--- src/rtl/clock_pkg.sv ---
// Shared types and defaults for the digital-clock sequencing logic.
package clock_pkg;

    typedef enum logic [1:0] {
        ModeRun    = 2'd0,
        ModeSetHr  = 2'd1,
        ModeSetMin = 2'd2
    } mode_e;

    localparam int unsigned DefSecMod = 60;
    localparam int unsigned DefMinMod = 60;
    localparam int unsigned DefHrMod  = 24;

    // Width able to hold 0..n-1, never narrower than one bit.
    function automatic int unsigned cnt_width(input int unsigned n);
        return (n <= 2) ? 1 : $clog2(n);
    endfunction

endpackage

--- src/rtl/clock_timeout_cnt.sv ---
// Set-mode inactivity timer: counts remaining ticks down and flags the expiring tick.
module clock_timeout_cnt
    import clock_pkg::*;
#(
    parameter int unsigned TIMEOUT_S = 10
) (
    input  logic clk,
    input  logic rst,
    input  logic clr,
    input  logic tick,
    output logic expired
);

    localparam int unsigned W = cnt_width(TIMEOUT_S);
    // "Zero ticks elapsed" is represented as TIMEOUT_S-1 ticks remaining.
    localparam logic [W-1:0] Load = W'(TIMEOUT_S - 1);

    logic [W-1:0] cnt_q, cnt_d;

    // Reload on clear, otherwise count down one step per tick.
    always_comb begin
        cnt_d = cnt_q;
        if (clr) begin
            cnt_d = Load;
        end else if (tick && (cnt_q != '0)) begin
            cnt_d = cnt_q - 1'b1;
        end
    end

    // Remaining-tick register.
    always_ff @(posedge clk) begin
        if (rst) begin
            cnt_q <= Load;
        end else begin
            cnt_q <= cnt_d;
        end
    end

    // A clear in the same cycle (button activity) overrides expiry.
    assign expired = tick & ~clr & (cnt_q == '0);

endmodule

--- src/rtl/clock_seq_ctrl.sv ---
// Clock sequencing FSM: cascades the 1 Hz tick in RUN, routes increments in set modes.
module clock_seq_ctrl
    import clock_pkg::*;
#(
    parameter int unsigned SEC_MOD   = DefSecMod,
    parameter int unsigned MIN_MOD   = DefMinMod,
    parameter int unsigned HR_MOD    = DefHrMod,
    parameter int unsigned TIMEOUT_S = 10
) (
    input  logic                       clk,
    input  logic                       rst,
    input  logic                       tick_1hz,
    input  logic                       btn_mode,
    input  logic                       btn_inc,
    input  logic [$clog2(SEC_MOD)-1:0] sec,
    input  logic [$clog2(MIN_MOD)-1:0] min,
    input  logic [$clog2(HR_MOD)-1:0]  hr,
    output logic                       sec_en,
    output logic                       min_en,
    output logic                       hr_en,
    output logic                       sec_clr,
    output logic [1:0]                 mode,
    output logic                       blink
);

    localparam int unsigned SecW = $clog2(SEC_MOD);
    localparam int unsigned MinW = $clog2(MIN_MOD);
    localparam logic [SecW-1:0] SecLast = SecW'(SEC_MOD - 1);
    localparam logic [MinW-1:0] MinLast = MinW'(MIN_MOD - 1);

    mode_e mode_q, mode_d;
    logic  blink_q, blink_d;
    logic  in_set, to_clr, to_expired;
    logic  sec_wrap, min_wrap;

    // Hours value is not needed: the hours counter wraps on its own.
    logic unused_hr;
    assign unused_hr = ^hr;

    assign in_set   = (mode_q == ModeSetHr) || (mode_q == ModeSetMin);
    // Timer restarts on any button, and is held cleared outside set modes.
    assign to_clr   = ~in_set | btn_inc | btn_mode;
    assign sec_wrap = (sec == SecLast);
    assign min_wrap = (min == MinLast);

    clock_timeout_cnt #(
        .TIMEOUT_S (TIMEOUT_S)
    ) u_timeout (
        .clk     (clk),
        .rst     (rst),
        .clr     (to_clr),
        .tick    (tick_1hz),
        .expired (to_expired)
    );

    // Next-state, blink and zero-latency counter controls.
    always_comb begin
        mode_d  = mode_q;
        blink_d = blink_q;
        sec_en  = 1'b0;
        min_en  = 1'b0;
        hr_en   = 1'b0;
        sec_clr = 1'b0;
        unique case (mode_q)
            ModeRun: begin
                blink_d = 1'b0;
                sec_en  = tick_1hz;
                min_en  = tick_1hz & sec_wrap;
                hr_en   = tick_1hz & sec_wrap & min_wrap;
                if (btn_mode) begin
                    mode_d  = ModeSetHr;
                    blink_d = 1'b1;
                end
            end
            ModeSetHr: begin
                if (btn_mode) begin
                    mode_d  = ModeSetMin;
                    blink_d = 1'b1;
                end else begin
                    hr_en = btn_inc;
                    if (to_expired) begin
                        mode_d  = ModeRun;
                        blink_d = 1'b0;
                    end else if (tick_1hz) begin
                        blink_d = ~blink_q;
                    end
                end
            end
            ModeSetMin: begin
                if (btn_mode) begin
                    mode_d  = ModeRun;
                    blink_d = 1'b0;
                    sec_clr = 1'b1;
                end else begin
                    min_en = btn_inc;
                    if (to_expired) begin
                        mode_d  = ModeRun;
                        blink_d = 1'b0;
                        sec_clr = 1'b1;
                    end else if (tick_1hz) begin
                        blink_d = ~blink_q;
                    end
                end
            end
            default: begin
                mode_d  = ModeRun;
                blink_d = 1'b0;
            end
        endcase
        // Counters must stay still while reset is held.
        if (rst) begin
            sec_en  = 1'b0;
            min_en  = 1'b0;
            hr_en   = 1'b0;
            sec_clr = 1'b0;
        end
    end

    // Mode and blink registers.
    always_ff @(posedge clk) begin
        if (rst) begin
            mode_q  <= ModeRun;
            blink_q <= 1'b0;
        end else begin
            mode_q  <= mode_d;
            blink_q <= blink_d;
        end
    end

    assign mode  = mode_q;
    assign blink = blink_q;

endmodule

--- config.mk ---
export PLATFORM = sky130hd
export DESIGN_NAME = clock_seq_ctrl
export DESIGN_NICKNAME = d
export VERILOG_FILES = /design/src/rtl/clock_pkg.sv /design/src/rtl/clock_timeout_cnt.sv /design/src/rtl/clock_seq_ctrl.sv
export SDC_FILE = /design/constraint.sdc
export NUM_CORES = 1
export LEC_CHECK = 0
export CORE_MARGIN = 2
export CORE_UTILIZATION = 40
export CTS_BUF_LIST = sky130_fd_sc_hd__clkbuf_16
export DETAILED_ROUTE_END_ITERATION = 12
export GPL_ROUTABILITY_DRIVEN = 0
export PLACE_DENSITY_LB_ADDON = 0.15
export SYNTH_ARGS = -nofsm -noshare
export SYNTH_HDL_FRONTEND = slang
export SYNTH_HIERARCHICAL = 1
export SYNTH_SLANG_ARGS = --single-unit
--- constraint.sdc ---
create_clock -name clk -period 4.21 [get_ports clk]
set_input_delay 0.842 -clock clk [delete_from_list [all_inputs] [get_ports clk]]
set_output_delay 0.842 -clock clk [all_outputs]
set_load 0.01 [all_outputs]
# --- Yosys cells after proc, flatten, opt, wreduce, memory -nomap -nowiden ---
# Index checks and enable logic that the tools add are counted.
classes:
  addsub: 1
  n_eq_ne: 5
  n_mux: 22
  bitwise: 9
  n_reduce_logical: 6
op_table:
  columns: ["cell", "n"]
  rows:
  - ["two-way mux 1 bit", 14]
  - ["== test 6 bit, second input constant", 2]
  - ["two-way mux 2 bit", 4]
  - ["one-hot mux 2 bit (3 select lines)", 1]
  - ["bitwise AND 1 bit", 4]
  - ["zero test 4 bit", 1]
  - ["one-hot mux 1 bit (2 select lines)", 2]
  - ["nonzero test 4 bit", 1]
  - ["subtractor 4 x 1 -> 4 bit, second input constant", 1]
  - ["inverter 1 bit", 3]
  - ["one-hot mux 1 bit (3 select lines)", 1]
  - ["== test 2 x 1 -> 1 bit, second input constant", 1]
  - ["== test 2 bit, second input constant", 1]
  - ["zero test 2 bit", 1]
  - ["!= test 2 bit, second input constant", 1]
  - ["bitwise OR 1 bit", 2]
  - ["OR reduction 2 bit", 1]
  - ["logical AND 1 bit", 1]
  - ["logical OR 1 bit", 1]
totals:
  regBits: 7
  inputBits: 22
  elab_cells: 46

# --- Longest topological paths before layout ---
# Gate-level depths: netlist of run 1.
logic_depth:
  depth_word: 12
  depth_mapped: 7

# --- Modules after synthesis ---
# The synthesis of run 1 kept the hierarchy.
modules_own_cells:
  columns: ["module", "n_inst", "cells_each", "area_per_inst_um2", "seq_area_each_um2"]
  rows:
  - ["clock_seq_ctrl", 1, 40, 317.8, 60.1]
  - ["clock_timeout_cnt", 1, 25, 226.5, 80.1]

# --- Worst setup path before layout of run 1 ---
# OpenSTA, ideal clock, no wires.
synth_path:
  path_type: "input port to output port"
  start: "input btn_mode"
  end: "output sec_clr"
  t_arrival_ns: 1.874
  slack_ns: 1.494
  path_stages: 4
  n_path_buf: 0
  cell_sequence: "or3b_2 > nor2_1 > nor2_1 > nor3b_1"
synth_via:
  elab_chain_len: 8
synth_rtl:
  columns: ["element", "line", "rtl"]
  rows:
  - ["start, declared", "clock_seq_ctrl.sv:13", "input logic btn_mode,"]
  - ["bitwise OR 1 bit", "clock_seq_ctrl.sv:42", "assign to_clr = ~in_set | btn_inc | btn_mode;"]
  - ["inverter 1 bit", "clock_timeout_cnt.sv:40", "assign expired = tick & ~clr & (cnt_q == '0);"]
  - ["bitwise AND 1 bit (2 in series)", "clock_timeout_cnt.sv:40", null]
  - ["named net to_expired", "clock_seq_ctrl.sv:33", "logic in_set, to_clr, to_expired;"]
  - ["two-way mux 1 bit", "clock_seq_ctrl.sv:96", "if (to_expired) begin"]
  - ["two-way mux 1 bit", "clock_seq_ctrl.sv:90", "if (btn_mode) begin"]
  - ["two-way mux 1 bit", "clock_seq_ctrl.sv:64", "unique case (mode_q)"]
  - ["two-way mux 1 bit", "clock_seq_ctrl.sv:111", "if (rst) begin"]
  - ["end, declared", "clock_seq_ctrl.sv:21", "output logic sec_clr,"]
# The timed path passes the listed nets, and every way through them passes these cells.

# --- Worst setup path in the final report of run 1 ---
layout_path:
  start: "input tick_1hz"
  end: "output hr_en"
layout_via:
  elab_chain_len: 4
layout_rtl:
  columns: ["element", "line", "rtl"]
  rows:
  - ["start, declared", "clock_seq_ctrl.sv:12", "input logic tick_1hz,"]
  - ["bitwise AND 1 bit (2 in series)", "clock_seq_ctrl.sv:69", "hr_en = tick_1hz & sec_wrap & min_wrap;"]
  - ["one-hot mux 1 bit (2 select lines)", "clock_seq_ctrl.sv:64", null]
  - ["two-way mux 1 bit", "clock_seq_ctrl.sv:111", null]
  - ["end, declared", "clock_seq_ctrl.sv:20", "output logic hr_en,"]
# Every way passes these cells.

==> results of run 1 <==
## registers in the layout (all words and copies together), names as in the netlist
name             flops
u_timeout/cnt_q      4
mode                 2
blink                1
## critical path, stage by stage
cell and delay (ns):
clkdlybuf4s50_1 0.68, nand4_1 0.15, or4_1 0.54, a211oi_2 0.23, clkdlybuf4s50_1 0.56
## metal layers
| metal | global-route usage (%) | routed length (um) |
|---|---|---|
| met5 | 0 | 0 |
| met4 | 7.50 | 8 |
| met3 | 9.78 | 83 |
| met2 | 32.8 | 712 |
| met1 | 19.7 | 587 |
## cell usage after synthesis, drive strengths merged, types with 2 or more instances
| cell | instances | area share (%) |
|---|---|---|
| dfxtp | 7 | 26 |
| nor2 | 7 | 4.8 |
| inv | 6 | 4.1 |
| nand2 | 6 | 4.1 |
| a21oi | 5 | 4.6 |
| ha | 5 | 11 |
| a211oi | 2 | 3.7 |
| and3 | 2 | 3.2 |
| nand4b | 2 | 3.2 |
| nor2b | 2 | 2.3 |
| o2111ai | 2 | 3.2 |
| o211ai | 2 | 2.8 |
| o21ai | 2 | 1.8 |
| or3b | 2 | 3.7 |
## power by group through the flow
stage          Combinational, W  Clock [W]  Sequential (W)
2_1_floorplan         0.0000234          0       0.0000757
3_3_place_gp          0.0000557          0       0.0000747
3_5_place_dp          0.0000565          0       0.0000749
4_1_cts               0.0000570   0.000166       0.0000739
5_1_grt               0.0000615   0.000169       0.0000745
6_report              0.0000567   0.000160       0.0000739
## area by class of cell
class	instances	area [sq um]	share of cell area [%]
clock inverter	1	3.75	0.427
clock buffer	3	75.1	8.53
timing repair buffer	24	238	27.0
sequential	7	140	15.9
multi-input combinational	52	382	43.4
inverter	6	22.5	2.56
tap	15	18.8	2.13
## layout by cell type (no fill, tap or decap), types with 2 or more instances in the layout
cell type / count
nor2b_1: 2
nand2_1: 6
o211ai_1: 2
nand4b_1: 2
clkbuf_16: 3
inv_1: 7
nor2_1: 7
a21oi_1: 5
clkdlybuf4s50_1: 23
o2111ai_1: 2
dfxtp_1: 7
ha_1: 5
## final timing paths
kind | end | cells after the start | slack (ns)
min reg2reg | u_timeout/cnt_q[3]$_SDFFE_PP1P_ | 2 | 0.55
max reg2reg | blink$_SDFF_PP0_ | 7 | 2.35
max | hr_en | 5 | 0.35
min | u_timeout/cnt_q[3]$_SDFFE_PP1P_ | 2 | 0.55
## metrics by stage
stage          hold WS, ns  util (%)  setup slack [ns]  power (W)
2_1_floorplan        0.495         -              1.49  0.0000991
3_3_place_gp         0.532      62.3             0.355   0.000130
3_5_place_dp         0.542      62.3             0.366   0.000131
4_1_cts              0.548      68.5             0.357   0.000297
5_1_grt              0.593      68.5             0.221   0.000305
6_report             0.548      68.5             0.355   0.000291
## kinds of logic (layout without fill, tap and decap cells)
logic type               after synthesis  count (layout)  synth area share, %
buffers and inverters                  6              34                 4.14
AO/OA/AOI/OAI                         15              15                 19.1
AND/OR/NAND/NOR                       30              30                 36.1
flip-flops                             7               7                 25.7
adder cells (fa/ha/maj)                5               5                 11.5
XOR/XNOR                               1               1                 1.61
multiplexers                           1               1                 1.84
==> metrics.txt, run 1 <==
Final nets=121; Worst EP required=3.37 ns; Starting Density=42.4%; TritonCTS clock tree=yes; CTS resizes=0; ANT nets after route=0; register area share after synthesis=25.7%; slew margin rel.=73.2%; switching power=0.0000639 W; Critical Path AT=3.01 ns; Worst Setup End Kind=primary output; Port Buffers=23; syn_nets=92; Die Wd=40.9 um; CP Launch Type=input port; cells after synthesis=65; Cells after DPL=104; Crit Path Max Fanout=11; FILL cells=123; pin count of the biggest net entering global routing=12; fraction of layout cells with a size suffix above 1=11.8%; Slew @ Worst Pin=0.401 ns; Yosys cell types=31; Initial DRT Pass Iterations=4; post-synthesis register bit count=7; Pint=0.000227 W; Ports=29; Max Slew Vio Count=0; Setup Buffers After CTS=0; H-tree depth=1; Routed WL=1390 um; Root Driver=clkbuf_16; GRT overflow=0; top_reg_cell synth=dfxtp_1; Max IR drop VDD=0.000325 V; initial antenna violation count=0; Power Density=330 nW/um^2; mean cell area of the mapped netlist=8.37 sq um; CTS buffer count=3; Net Sw Frac=22.0%; worst-case clock skew=0.00350 ns; die area=1670 sq um; Worst R2R Start=mode[0]$_SDFFE_PP0P_; Clk pwr share=55.1%; status=finished, final reports clean; fmax=259 MHz; Hold Path Origin=u_timeout/cnt_q[3]$_SDFFE_PP1P_; vias in the first global route=467; period utilization=91.6%; Flop pwr share=25.4%; clk buf depth=2; Setup crit start=tick_1hz; # rows=13; All-Layer GR Usage=19.3%; final instance area=880 sq um; DR iter-0 viols=12; endpoints failing hold=0; EDFF count, synth=0; P&R area growth vs syn=61.6%; first-pass GRT wire length=2000 um; Max Cap Viol=0; Avg WL per Cell=12.9 um; Final Critical Period=3.86 ns; Core Box Area=1280 sq um; final instance count without filler cells=108; Mapped Area=544 sq um; Setup TNS=0 ns; clk_lat worst skew=0.23 ns; post-DP HPWL=1070 um; unrepaired setup endpoints after global routing=no; Lkg Pwr=0.326 nW; DIE HEIGHT=40.9 um; DRC viols=0; Clk pin slew, worst setup/hold paths=0.04 ns; ant diodes=0; Hold WC Path Type=flop to flop; post-cts hold buffer count=0; Cell Area, Placed=801 sq um; asr flop ratio synth=0%; Vias=570; Finish-stage setup viols=0; vias per cell=5.28; YS warnings=6; Setup CP Type=input port to primary output; CTS sink cnt=7; Comb power frac=19.5%
No activity file was read; power rests on OpenSTA's default activity.
==> run 2: changes to the inputs <==
--- a/config.mk
+++ b/config.mk
@@ -5,7 +5,6 @@
 export SDC_FILE = /design/constraint.sdc
 export NUM_CORES = 1
 export LEC_CHECK = 0
-export CORE_MARGIN = 2
 export CORE_UTILIZATION = 40
 export CTS_BUF_LIST = sky130_fd_sc_hd__clkbuf_16
 export DETAILED_ROUTE_END_ITERATION = 12
==> metrics.txt, run 2 (synthesized netlist as in run 1, its figures left out) <==
status=finished, final reports clean; max FFs per register=4 (unchanged); endpoints failing hold=0 (unchanged); Setup CP Type=input port to primary output; DRC viols=0 (unchanged); Vias=597 (+4.7%); Port Buffers=23 (unchanged); GRT overflow=0 (unchanged); final core utilization=74.7% (+6.2 points); vias in the first global route=496 (+6.2%); Avg WL per Cell=14.0 um (+8.5%); CTS buffer count=3 (unchanged); most common cell after layout, fill and taps aside=clkdlybuf4s50_1; Crit Path Max Fanout=7 (-4); Max Slew Vio Count=0 (unchanged); post-DP HPWL=1060 um (-0.72%); Die Wd=38.9 um (-4.9%); # rows=12 (-1); TritonCTS clock tree=yes; Finish-stage setup viols=0 (unchanged); slew margin rel.=72.9% (-0.33 points); P&R area growth vs syn=62.8%; Worst Setup End Kind=primary output; Power Density=329 nW/um^2 (-0.49%); CTS resizes=0 (unchanged); clk_lat worst skew=0.23 ns (about the same); Top reg by flops=u_timeout/cnt_q; Starting Density=45.9% (+3.5 points); pin count of the biggest net entering global routing=11 (-1); Worst EP required=3.37 ns (about the same); Max IR drop VDD=0.000294 V (-9.7%); Hold WC Path Type=flop to flop; Ports=29 (unchanged); Root Driver=clkbuf_16; Cells after DPL=104 (unchanged); first-pass GRT wire length=2150 um (+7.5%); Clk pin slew, worst setup/hold paths=0.03 ns (about the same); H-tree depth=1 (unchanged); pre-CTS setup slack=0.428 ns (+0.0617 ns); clk buf depth=2 (unchanged); Setup Buffers After CTS=0 (unchanged); initial antenna violation count=0 (unchanged); period utilization=90.7% (-0.92 points); Max Cap Viol=0 (unchanged); Routed WL=1510 um (+8.5%); vias per cell=5.53 (+4.7%); setup ws final=0.394 ns (+0.0387 ns); DR iter-0 viols=12 (unchanged); Lkg Pwr=0.331 nW (+1.5%); Core Box Area=1190 sq um (-7.7%); worst-case clock skew=0.00317 ns (-0.000334 ns); Final nets=122 (+0.83%); Slew @ Worst Pin=0.406 ns (+0.00492 ns); DIE HEIGHT=38.9 um (-4.9%); Final Critical Period=3.82 ns (-0.0387 ns); Critical Path AT=2.97 ns (-0.04 ns); die area=1510 sq um (-9.5%); worst reg-to-reg setup slack=2.34 ns (about the same); CTS sink cnt=7 (unchanged); fmax=262 MHz (+1.0%); ANT nets after route=0 (unchanged); Setup TNS=0 ns (unchanged); post-cts hold buffer count=0 (unchanged); unrepaired setup endpoints after global routing=no; Initial DRT Pass Iterations=4 (unchanged); All-Layer GR Usage=21.4% (+2.2 points); CP Launch Type=input port; fraction of layout cells with a size suffix above 1=12.8% (+0.94 points); ant diodes=0 (unchanged); final instance count without filler cells=108 (unchanged); commonest non-fill, non-tap cells in the layout=clkdlybuf4s50_1, inv_1, nor2_1, dfxtp_1, nand2_1
[run 2: cell count changes in the layout (fill, tap and decap cells not counted), sizes merged]
cell	before	now
buf	1	2
[run 2: area by class of cell]
class,count,area (sq um)
clock buffer,3,75.1
clock inverter,1,3.75
fill,101,300
inverter,6,22.5
multi-input combinational,52,382
sequential,7,140
tap,14,17.5
timing repair buffer,25,245
[run 2: through the flow]
| stage | power (W) | hold WS (ns) | instance area (sq um) |
|---|---|---|---|
| floorplan | 0.0000991 | 0.495 | 544 |
| global placement | 0.000131 | 0.528 | 807 |
| detailed placement | 0.000132 | 0.543 | 807 |
| CTS | 0.000294 | 0.552 | 886 |
| global route | 0.000306 | 0.572 | 886 |
| finish | 0.000291 | 0.548 | 886 |
[run 2: per-layer routing]
layer / global-route usage, % / vias to the layer above / part of all wire [%]
li1: - / 300 / -
met1: 24.4 / 277 / 46
met2: 35.4 / 20 / 46
met3: 10.4 / 0 / 7.3
met4: 5.17 / 0 / 0
met5: 0 / - / 0
[run 2: worst max-delay path: stages]
cell and delay (ns):
clkdlybuf4s50_1 0.62, nand4_1 0.18, or4_1 0.55, a211oi_2 0.22
clkdlybuf4s50_1 0.56
[run 2: path summary, 6_finish.rpt]
path | from | to | depth (start not counted)
hold reg to reg | u_timeout/cnt_q[3]$_SDFFE_PP1P_ | u_timeout/cnt_q[3]$_SDFFE_PP1P_ | 2
hold / removal | u_timeout/cnt_q[3]$_SDFFE_PP1P_ | u_timeout/cnt_q[3]$_SDFFE_PP1P_ | 2
setup reg to reg | mode[0]$_SDFFE_PP0P_ | mode[1]$_SDFFE_PP0P_ | 7
setup / recovery | tick_1hz | hr_en | 5
[run 2: power breakdown]
part	leakage (nW)	switching, W	internal [W]
Sequential	0.0571	0.00000418	0.0000701
Clock	0.0423	0.0000354	0.000123
Combinational	0.232	0.0000245	0.0000336
Total	0.331	0.0000641	0.000227
